$ cat config.mk
export PLATFORM = sky130hd
export DESIGN_NAME = btn_debounce_flat
export DESIGN_NICKNAME = d
export VERILOG_FILES = /design/src/rtl/btn_debounce_pkg.sv /design/src/rtl/btn_debounce_if.sv /design/src/rtl/btn_debounce_sync_2ff.sv /design/src/rtl/btn_debounce.sv /design/src/flat_wrapper.sv
export SDC_FILE = /design/constraint.sdc
export NUM_CORES = 1
export LEC_CHECK = 0
export BUFFER_PORTS_ARGS = -buffer_cell sky130_fd_sc_hd__buf_2
export CORE_MARGIN = 1
export CORE_UTILIZATION = 45
export DETAILED_ROUTE_END_ITERATION = 10
export SLEW_MARGIN = 20
export SYNTH_ARGS = -nofsm -noshare
export SYNTH_HDL_FRONTEND = slang
export SYNTH_SLANG_ARGS = --single-unit
$ cat constraint.sdc
create_clock -name clk -period 1.65 [get_ports clk]
set_input_delay 0.33 -clock clk [delete_from_list [all_inputs] [get_ports clk]]
set_output_delay 0.33 -clock clk [all_outputs]
set_load 0.05 [all_outputs]
$ cat src/rtl/btn_debounce_pkg.sv
// Shared types for the push-button conditioner: FSM state encoding and
// the parameter legality rule checked by the top-level assertions.
package btn_pkg;

    typedef enum logic [1:0] {
        S_LO   = 2'd0,
        CHK_HI = 2'd1,
        S_HI   = 2'd2,
        CHK_LO = 2'd3
    } state_t;

    // The check window must be at least two cycles and shorter than the long-press window.
    function automatic bit params_legal(input int stable_cycles, input int long_cycles);
        return (stable_cycles >= 2) && (long_cycles > stable_cycles);
    endfunction

endpackage

$ cat src/rtl/btn_debounce_if.sv
// Button pin and conditioned outputs. The master drives the raw pin;
// the slave (the debouncer) drives the clean level and strobes.
interface btn_debounce_if;

    logic btn_in;
    logic btn_level;
    logic btn_press;
    logic btn_release;
    logic btn_long;

    modport master (
        output btn_in,
        input  btn_level,
        input  btn_press,
        input  btn_release,
        input  btn_long
    );

    modport slave (
        input  btn_in,
        output btn_level,
        output btn_press,
        output btn_release,
        output btn_long
    );

endinterface

$ cat src/rtl/btn_debounce_sync_2ff.sv
// Two-flop synchroniser bringing the asynchronous button pin into clk.
module sync_2ff (
    input  logic clk,
    input  logic rst_n,
    input  logic d,
    output logic q
);

    logic sync1_q, sync1_d;
    logic sync2_q, sync2_d;

    always_comb begin
        sync1_d = d;
        sync2_d = sync1_q;
    end

    always_ff @(posedge clk) begin
        if (!rst_n) begin
            sync1_q <= 1'b0;
            sync2_q <= 1'b0;
        end else begin
            sync1_q <= sync1_d;
            sync2_q <= sync2_d;
        end
    end

    assign q = sync2_q;

endmodule

$ cat src/rtl/btn_debounce.sv
// Push-button conditioner: synchronise, debounce with a stability counter,
// and emit a clean level plus press / release / long-press strobes.
//
// state  | meaning
// S_LO   | button settled released, counter idle
// CHK_HI | input went high, counting stable-high cycles
// S_HI   | button settled pressed, counter measures hold time for long-press
// CHK_LO | input went low, counting stable-low cycles (level still reports high)
module btn_debounce
    import btn_pkg::*;
#(
    parameter int STABLE_CYCLES = 16,
    parameter int LONG_CYCLES   = 64,
    parameter int CNT_W         = $clog2(LONG_CYCLES + 1)
) (
    input logic            clk,
    input logic            rst_n,
    btn_debounce_if.slave  btn
);

    localparam logic [CNT_W-1:0] STABLE_LAST = CNT_W'(STABLE_CYCLES - 1);
    localparam logic [CNT_W-1:0] LONG_LAST   = CNT_W'(LONG_CYCLES - 1);
    localparam logic [CNT_W-1:0] LONG_MAX    = CNT_W'(LONG_CYCLES);
    localparam logic [CNT_W-1:0] CNT_ONE     = CNT_W'(1);

    logic             sync2;
    state_t           state_q, state_d;
    logic [CNT_W-1:0] cnt_q, cnt_d;
    logic             level_q, level_d;
    logic             press_q, press_d;
    logic             rel_q, rel_d;
    logic             long_q, long_d;

    sync_2ff u_sync (
        .clk   (clk),
        .rst_n (rst_n),
        .d     (btn.btn_in),
        .q     (sync2)
    );

    always_comb begin
        state_d = state_q;
        cnt_d   = cnt_q;
        press_d = 1'b0;
        rel_d   = 1'b0;
        long_d  = 1'b0;
        case (state_q)
            S_LO: begin
                cnt_d = '0;
                if (sync2) begin
                    state_d = CHK_HI;
                    cnt_d   = CNT_ONE;
                end
            end
            CHK_HI: begin
                if (!sync2) begin
                    state_d = S_LO;
                    cnt_d   = '0;
                end else if (cnt_q == STABLE_LAST) begin
                    state_d = S_HI;
                    cnt_d   = '0;
                    press_d = 1'b1;
                end else begin
                    cnt_d = cnt_q + CNT_ONE;
                end
            end
            S_HI: begin
                if (!sync2) begin
                    state_d = CHK_LO;
                    cnt_d   = CNT_ONE;
                end else begin
                    long_d = (cnt_q == LONG_LAST);
                    // Saturating at LONG_CYCLES keeps long-press to one strobe per hold.
                    if (cnt_q != LONG_MAX) begin
                        cnt_d = cnt_q + CNT_ONE;
                    end
                end
            end
            CHK_LO: begin
                if (sync2) begin
                    state_d = S_HI;
                    cnt_d   = '0;
                end else if (cnt_q == STABLE_LAST) begin
                    state_d = S_LO;
                    cnt_d   = '0;
                    rel_d   = 1'b1;
                end else begin
                    cnt_d = cnt_q + CNT_ONE;
                end
            end
            default: begin
                state_d = S_LO;
                cnt_d   = '0;
            end
        endcase
        level_d = (state_d == S_HI) || (state_d == CHK_LO);
    end

    always_ff @(posedge clk) begin
        if (!rst_n) begin
            state_q <= S_LO;
            cnt_q   <= '0;
            level_q <= 1'b0;
            press_q <= 1'b0;
            rel_q   <= 1'b0;
            long_q  <= 1'b0;
        end else begin
            state_q <= state_d;
            cnt_q   <= cnt_d;
            level_q <= level_d;
            press_q <= press_d;
            rel_q   <= rel_d;
            long_q  <= long_d;
        end
    end

    assign btn.btn_level   = level_q;
    assign btn.btn_press   = press_q;
    assign btn.btn_release = rel_q;
    assign btn.btn_long    = long_q;

    a_params_legal: assert property (@(posedge clk)
        params_legal(STABLE_CYCLES, LONG_CYCLES));
    a_cnt_range: assert property (@(posedge clk) disable iff (!rst_n)
        cnt_q <= LONG_MAX);
    a_strobe_excl: assert property (@(posedge clk) disable iff (!rst_n)
        $onehot0({press_q, rel_q, long_q}));

endmodule

$ cat src/flat_wrapper.sv
// flat-port wrapper written by rule: the top's interface ports become plain ports
module btn_debounce_flat import btn_pkg::*;
#(
    parameter int STABLE_CYCLES = 16,
    parameter int LONG_CYCLES   = 64,
    parameter int CNT_W         = $clog2(LONG_CYCLES + 1)
)
  (clk, rst_n, btn_btn_in, btn_btn_level, btn_btn_press, btn_btn_release, btn_btn_long);
  btn_debounce_if btn_i ();
  input logic clk;
  input logic rst_n;
  input wire logic [$bits(btn_i.btn_in)-1:0] btn_btn_in;
  output wire logic [$bits(btn_i.btn_level)-1:0] btn_btn_level;
  output wire logic [$bits(btn_i.btn_press)-1:0] btn_btn_press;
  output wire logic [$bits(btn_i.btn_release)-1:0] btn_btn_release;
  output wire logic [$bits(btn_i.btn_long)-1:0] btn_btn_long;
  assign btn_i.btn_in = btn_btn_in;
  assign btn_btn_level = btn_i.btn_level;
  assign btn_btn_press = btn_i.btn_press;
  assign btn_btn_release = btn_i.btn_release;
  assign btn_btn_long = btn_i.btn_long;
  btn_debounce #(.STABLE_CYCLES(STABLE_CYCLES), .LONG_CYCLES(LONG_CYCLES), .CNT_W(CNT_W)) u_core (.clk(clk), .rst_n(rst_n), .btn(btn_i));
endmodule
* Word level (Yosys, flattened, before mapping)
Index checks and enable logic that the tools add are counted.
** Storage, ports and cells
- Bits in registers :: 15
- Output and inout port bits :: 4
** Cells by class
- Add/sub/neg operators :: 1
- Equality and inequality tests :: 9
- Multiplexer cells :: 15
- Bitwise operators :: 2
- Reductions and logical operators :: 5
** Operators with widths (number)
- two-way mux 7 bit :: 5
- case mux 7 bit (4 select lines) :: 1
- two-way mux 2 bit :: 6
- == test 2 bit, second input constant :: 4
- case mux 2 bit (4 select lines) :: 1
- adder 7 x 1 -> 7 bit, second input constant :: 1
- == test 7 x 4 -> 1 bit, second input constant :: 1
- == test 7 x 6 -> 1 bit, second input constant :: 1
- inequality test 7 bit, second input constant :: 1
- AND reduction 3 bit :: 2
- inequality test 3 x 2 -> 1 bit, second input constant :: 1
- OR reduction 3 bit :: 1
- == test 2 x 1 -> 1 bit, second input constant :: 1
- logical NOT 2 bit :: 1
- two-way mux 1 bit :: 2
- NOT 1 bit :: 2
- logical OR 1 bit :: 1

* Depth between registers and ports, before layout
- Depth after elaboration :: 6
- Depth in mapped cells :: 6

* Hierarchy
Synthesis repeated with hierarchy kept, for this count alone.
** Second synthesis, totals
- Cells, all modules :: 73
- Area, all modules :: 675.6 µm²
** Modules (own cells, without submodules)
- btn_debounce :: times used 1, cells each 69, area an instance 623.1 µm², seq. area each 240.2 µm²
- sync_2ff :: times used 1, cells each 4, area an instance 52.6 µm², seq. area each 40.0 µm²

* Least setup slack after synthesis
Ideal clock, no wire load.
- Path kind :: register to register
- Start point :: register u_core.cnt_q[0]
- End point :: register u_core.cnt_q[6]
- Arrival time :: 1.203 ns
- Required time :: 1.534 ns
- Setup slack :: 0.332 ns
- Stages on the path, launching flop included :: 6
- Buffers on the path :: 0
- Cells stage by stage :: dfxtp_1 > ha_1 > and3_1 > and3_1 > xor2_1 > and3_1
** On the way
- Word-level cells in the longest chain between the ends :: 4
- Elaborated cells on any way between the ends :: 10
** Ends and longest elaborated chain
- start: declaration :: line btn_debounce.sv:28 : logic [CNT_W-1:0] cnt_q, cnt_d;
- start signal: assignment :: line btn_debounce.sv:109 : cnt_q <= cnt_d;
- adder 7 x 1 -> 7 bit / == test 7 x 4 -> 1 bit (equally long branches)
- two-way mux 7 bit (on tied branches) :: line btn_debounce.sv:59, btn_debounce.sv:83, btn_debounce.sv:74
- two-way mux 7 bit (on tied branches) :: line btn_debounce.sv:80, btn_debounce.sv:56, btn_debounce.sv:68
- case mux 7 bit (4 select lines) :: line btn_debounce.sv:47 : case (state_q)
Several ways; a longest one is shown, not always the timed one. The select of a mux whose other input is x is not followed.
A chain may end at the register's enable or synchronous reset.

* Worst setup path in the final report
- Start point :: register u_core.cnt_q[1]
- End point :: register u_core.cnt_q[2]
Same word-level chain as after synthesis.

==> results.toml <==
[run_status]
status = "complete, no violations"

[final_layout]
n_antenna_cell = 0
stdcell_count = 90
filler_cell_count = 128
drive_above_1_share = 0.147
nets = 81
fin_area_um2 = 709
utilization = 0.538
syn2layout_area_growth_pct = 9.46

[clock_network]
cts_buffer_depth = 2
hold_buffers = 0
clkSlewWorstSetupHoldPaths_ns = 0.08
post_cts_buffers = 0
cts_root_buffer = "clkbuf_4"
post_cts_resized = 0
clock-sinks = 15
h-tree-depth = 1
cts_buffers = 3
clock_latency_ns = 0.28
cts_tree = "built"

[setup_path]
crit_chain = "ha_1, and3_1, nand4b_2, nand3_1, nor2_1"
end_kind = "register"
worstPathMaxFanout = 6
required_ns = 1.82
crit_buf_inv = 0
crit_family = "simple AND/OR/NAND/NOR gates"
cp-start-kind = "register"
cpMaxStageDelayCell = "dfxtp_1"
cp_data_arrival_time_ns = 1.58
timing_worst_setup_path_type = "reg -> reg"
worst_path_largest_cell_delay_ns = 0.37

[sta]
clock.fmax_mhz = 710
finalHoldViolations = 0
skew_ns = 0.00408
worst_pin_slew_ns = 0.252
slew_viol_final = 0
setup_viol = 0
min_period_ns = 1.41
rsz0062_at_grt = "false"
tns_ns = 0
maxSlewHeadroom = 0.832
finalCritPeriodShare = 0.854

[logic_synthesis]
synth_area_leaders = "dfxtp_1 (46%), mux2i_1 (4.6%), nor2_1 (4.6%)"
synth-async-reset-ratio = 0
synth_top_flop_cell = "dfxtp_1"
synth-warning-count = 0
seq_area_frac_synth = 0.463
synth_nets = 73
yosysMostFrequentCell = "dfxtp_1"
synthCells = 68
ys_ff_latch = 15
synth-edff-count = 0
ys_types = 24
avgSynthCellArea_um2 = 9.53
synthTopCellsByCount = "dfxtp_1 (15), nor2_1 (8), nand2_1 (6)"
syn-cell-area_um2 = 648
synth_top_area_frac = 0.463
post-synth-top-area-cell = "dfxtp_1"

[route]
wl_per_cell_um = 10.3
wl_met1_um = 499
wl_met3_um = 37
met2RoutedLength_um = 371
drt_iter0_drc = 9
vias_per_cell = 5.11
num_vias = 460
drtPass1Iterations = 3
postRouteAntennaNets = 0
top_layer = "met4"
wl_um = 930
drc = 0

[global_routing]
overflow = 0
gr-usage-all-layers = 0.162
antenna_found_initial = 0
grt_pass1_vias = 400
grt_max_degree = 12
grt_pass1_wl_um = 1680

[die]
die_area_um2 = 1600
die_w_um = 40.0
io_pins = 7
initial_utilization = 0.492
die_y_um = 40.0
core_area_um2 = 1320
rows = 13

[place]
place_area_um2 = 683
io_buffers = 6
gp_congestion = 0.777
dp.cells = 86
dpl.hpwl_um = 710

[pwr]
vdd_drop_max_uv = 416
p_leak_nw = 0.304
power_density_nw_per_um2 = 826

[worst_hold_path]
hold_path.class = "in -> reg"

[flow_run]
drv_cap = 0
-- final timing paths --
kind	startpoint	end	slack, ns	depth (start not counted)
worst min-delay path	btn_btn_in	u_core.u_sync.sync1_q	0.25	2
worst max register to register	u_core.cnt_q[1]	u_core.cnt_q[2]	0.24	5
worst min register to register	u_core.u_sync.sync1_q	u_core.u_sync.q	0.44	1
worst max-delay path	u_core.cnt_q[1]	u_core.cnt_q[2]	0.24	5
-- report_power, final --
group	leakage (nW)	switching [W]	internal [W]
Combinational	0.168	0.00000662	0.00000652
Clock	0.0150	0.000110	0.0000940
Sequential	0.121	0.00000383	0.000365
-- routing by layer --
layer / global-route usage / up-vias
li1: - / 248
met1: 0.223 / 200
met2: 0.226 / 10
met3: 0.0333 / 2
met4: 0.103 / 0
met5: 0 / -
-- layout by cell type, fill, tap and decap left out --
master	instances
xor2_1	3
and3_1	4
nor2_1	8
a21oi_1	2
ha_1	2
nor2b_1	2
and4b_1	1
nand4b_2	1
buf_2	6
inv_1	2
and4bb_1	1
nand3_1	3
a2111o_1	1
mux2i_1	3
dfxtp_1	15
and3b_1	1
nor3_1	2
nor2_4	1
nand2_1	6
clkbuf_4	3
clkbuf_1	1
o21ai_0	1
and2_1	2
o31ai_1	1
xnor2_1	3
-- worst reg2reg max path, cell delays in order, from the launching register on --
cell	delay [ns]
dfxtp_1	0.37
ha_1	0.19
and3_1	0.23
nand4b_2	0.20
nand3_1	0.24
nor2_1	0.08
-- per-stage QoR --
step	hold WS, ns	setup slack [ns]	total power, W
floorplan	0.412	0.332	0.000387
global placement	0.416	0.236	0.000391
detailed placement	0.423	0.237	0.000391
CTS	0.237	0.225	0.000599
global route	0.252	0.0987	0.000621
finish	0.246	0.241	0.000586
-- cell families (layout without fill, tap and decap cells) --
logic type      Yosys count  after routing  synth area share
compound gates            5              5            0.0521
mux                       3              3            0.0463
fa+ha+maj                 2              2            0.0386
simple gates             32             32             0.286
buf+inv                   5             12            0.0328
xor+xnor                  6              6            0.0811
flops                    15             15             0.463
-- state kept, by name, summed over array words and instances (netlist names) --
name,flops
u_core.btn.btn_level,1
u_core.btn.btn_long,1
u_core.btn.btn_press,1
u_core.btn.btn_release,1
u_core.cnt_q,7
u_core.state_q,2
u_core.u_sync.q,1
u_core.u_sync.sync1_q,1
-- final cells by class --
cell class / instances / area (µm²) / share of cell area
Tap cell: 15 / 18.8 / 0.0265
Multi-Input combinational cell: 48 / 327 / 0.460
Timing Repair Buffer: 6 / 30.0 / 0.0423
Inverter: 2 / 7.51 / 0.0106
Sequential cell: 15 / 300 / 0.423
Clock buffer: 4 / 26.3 / 0.0370
Note: power is estimated with default switching activity, not from simulation.
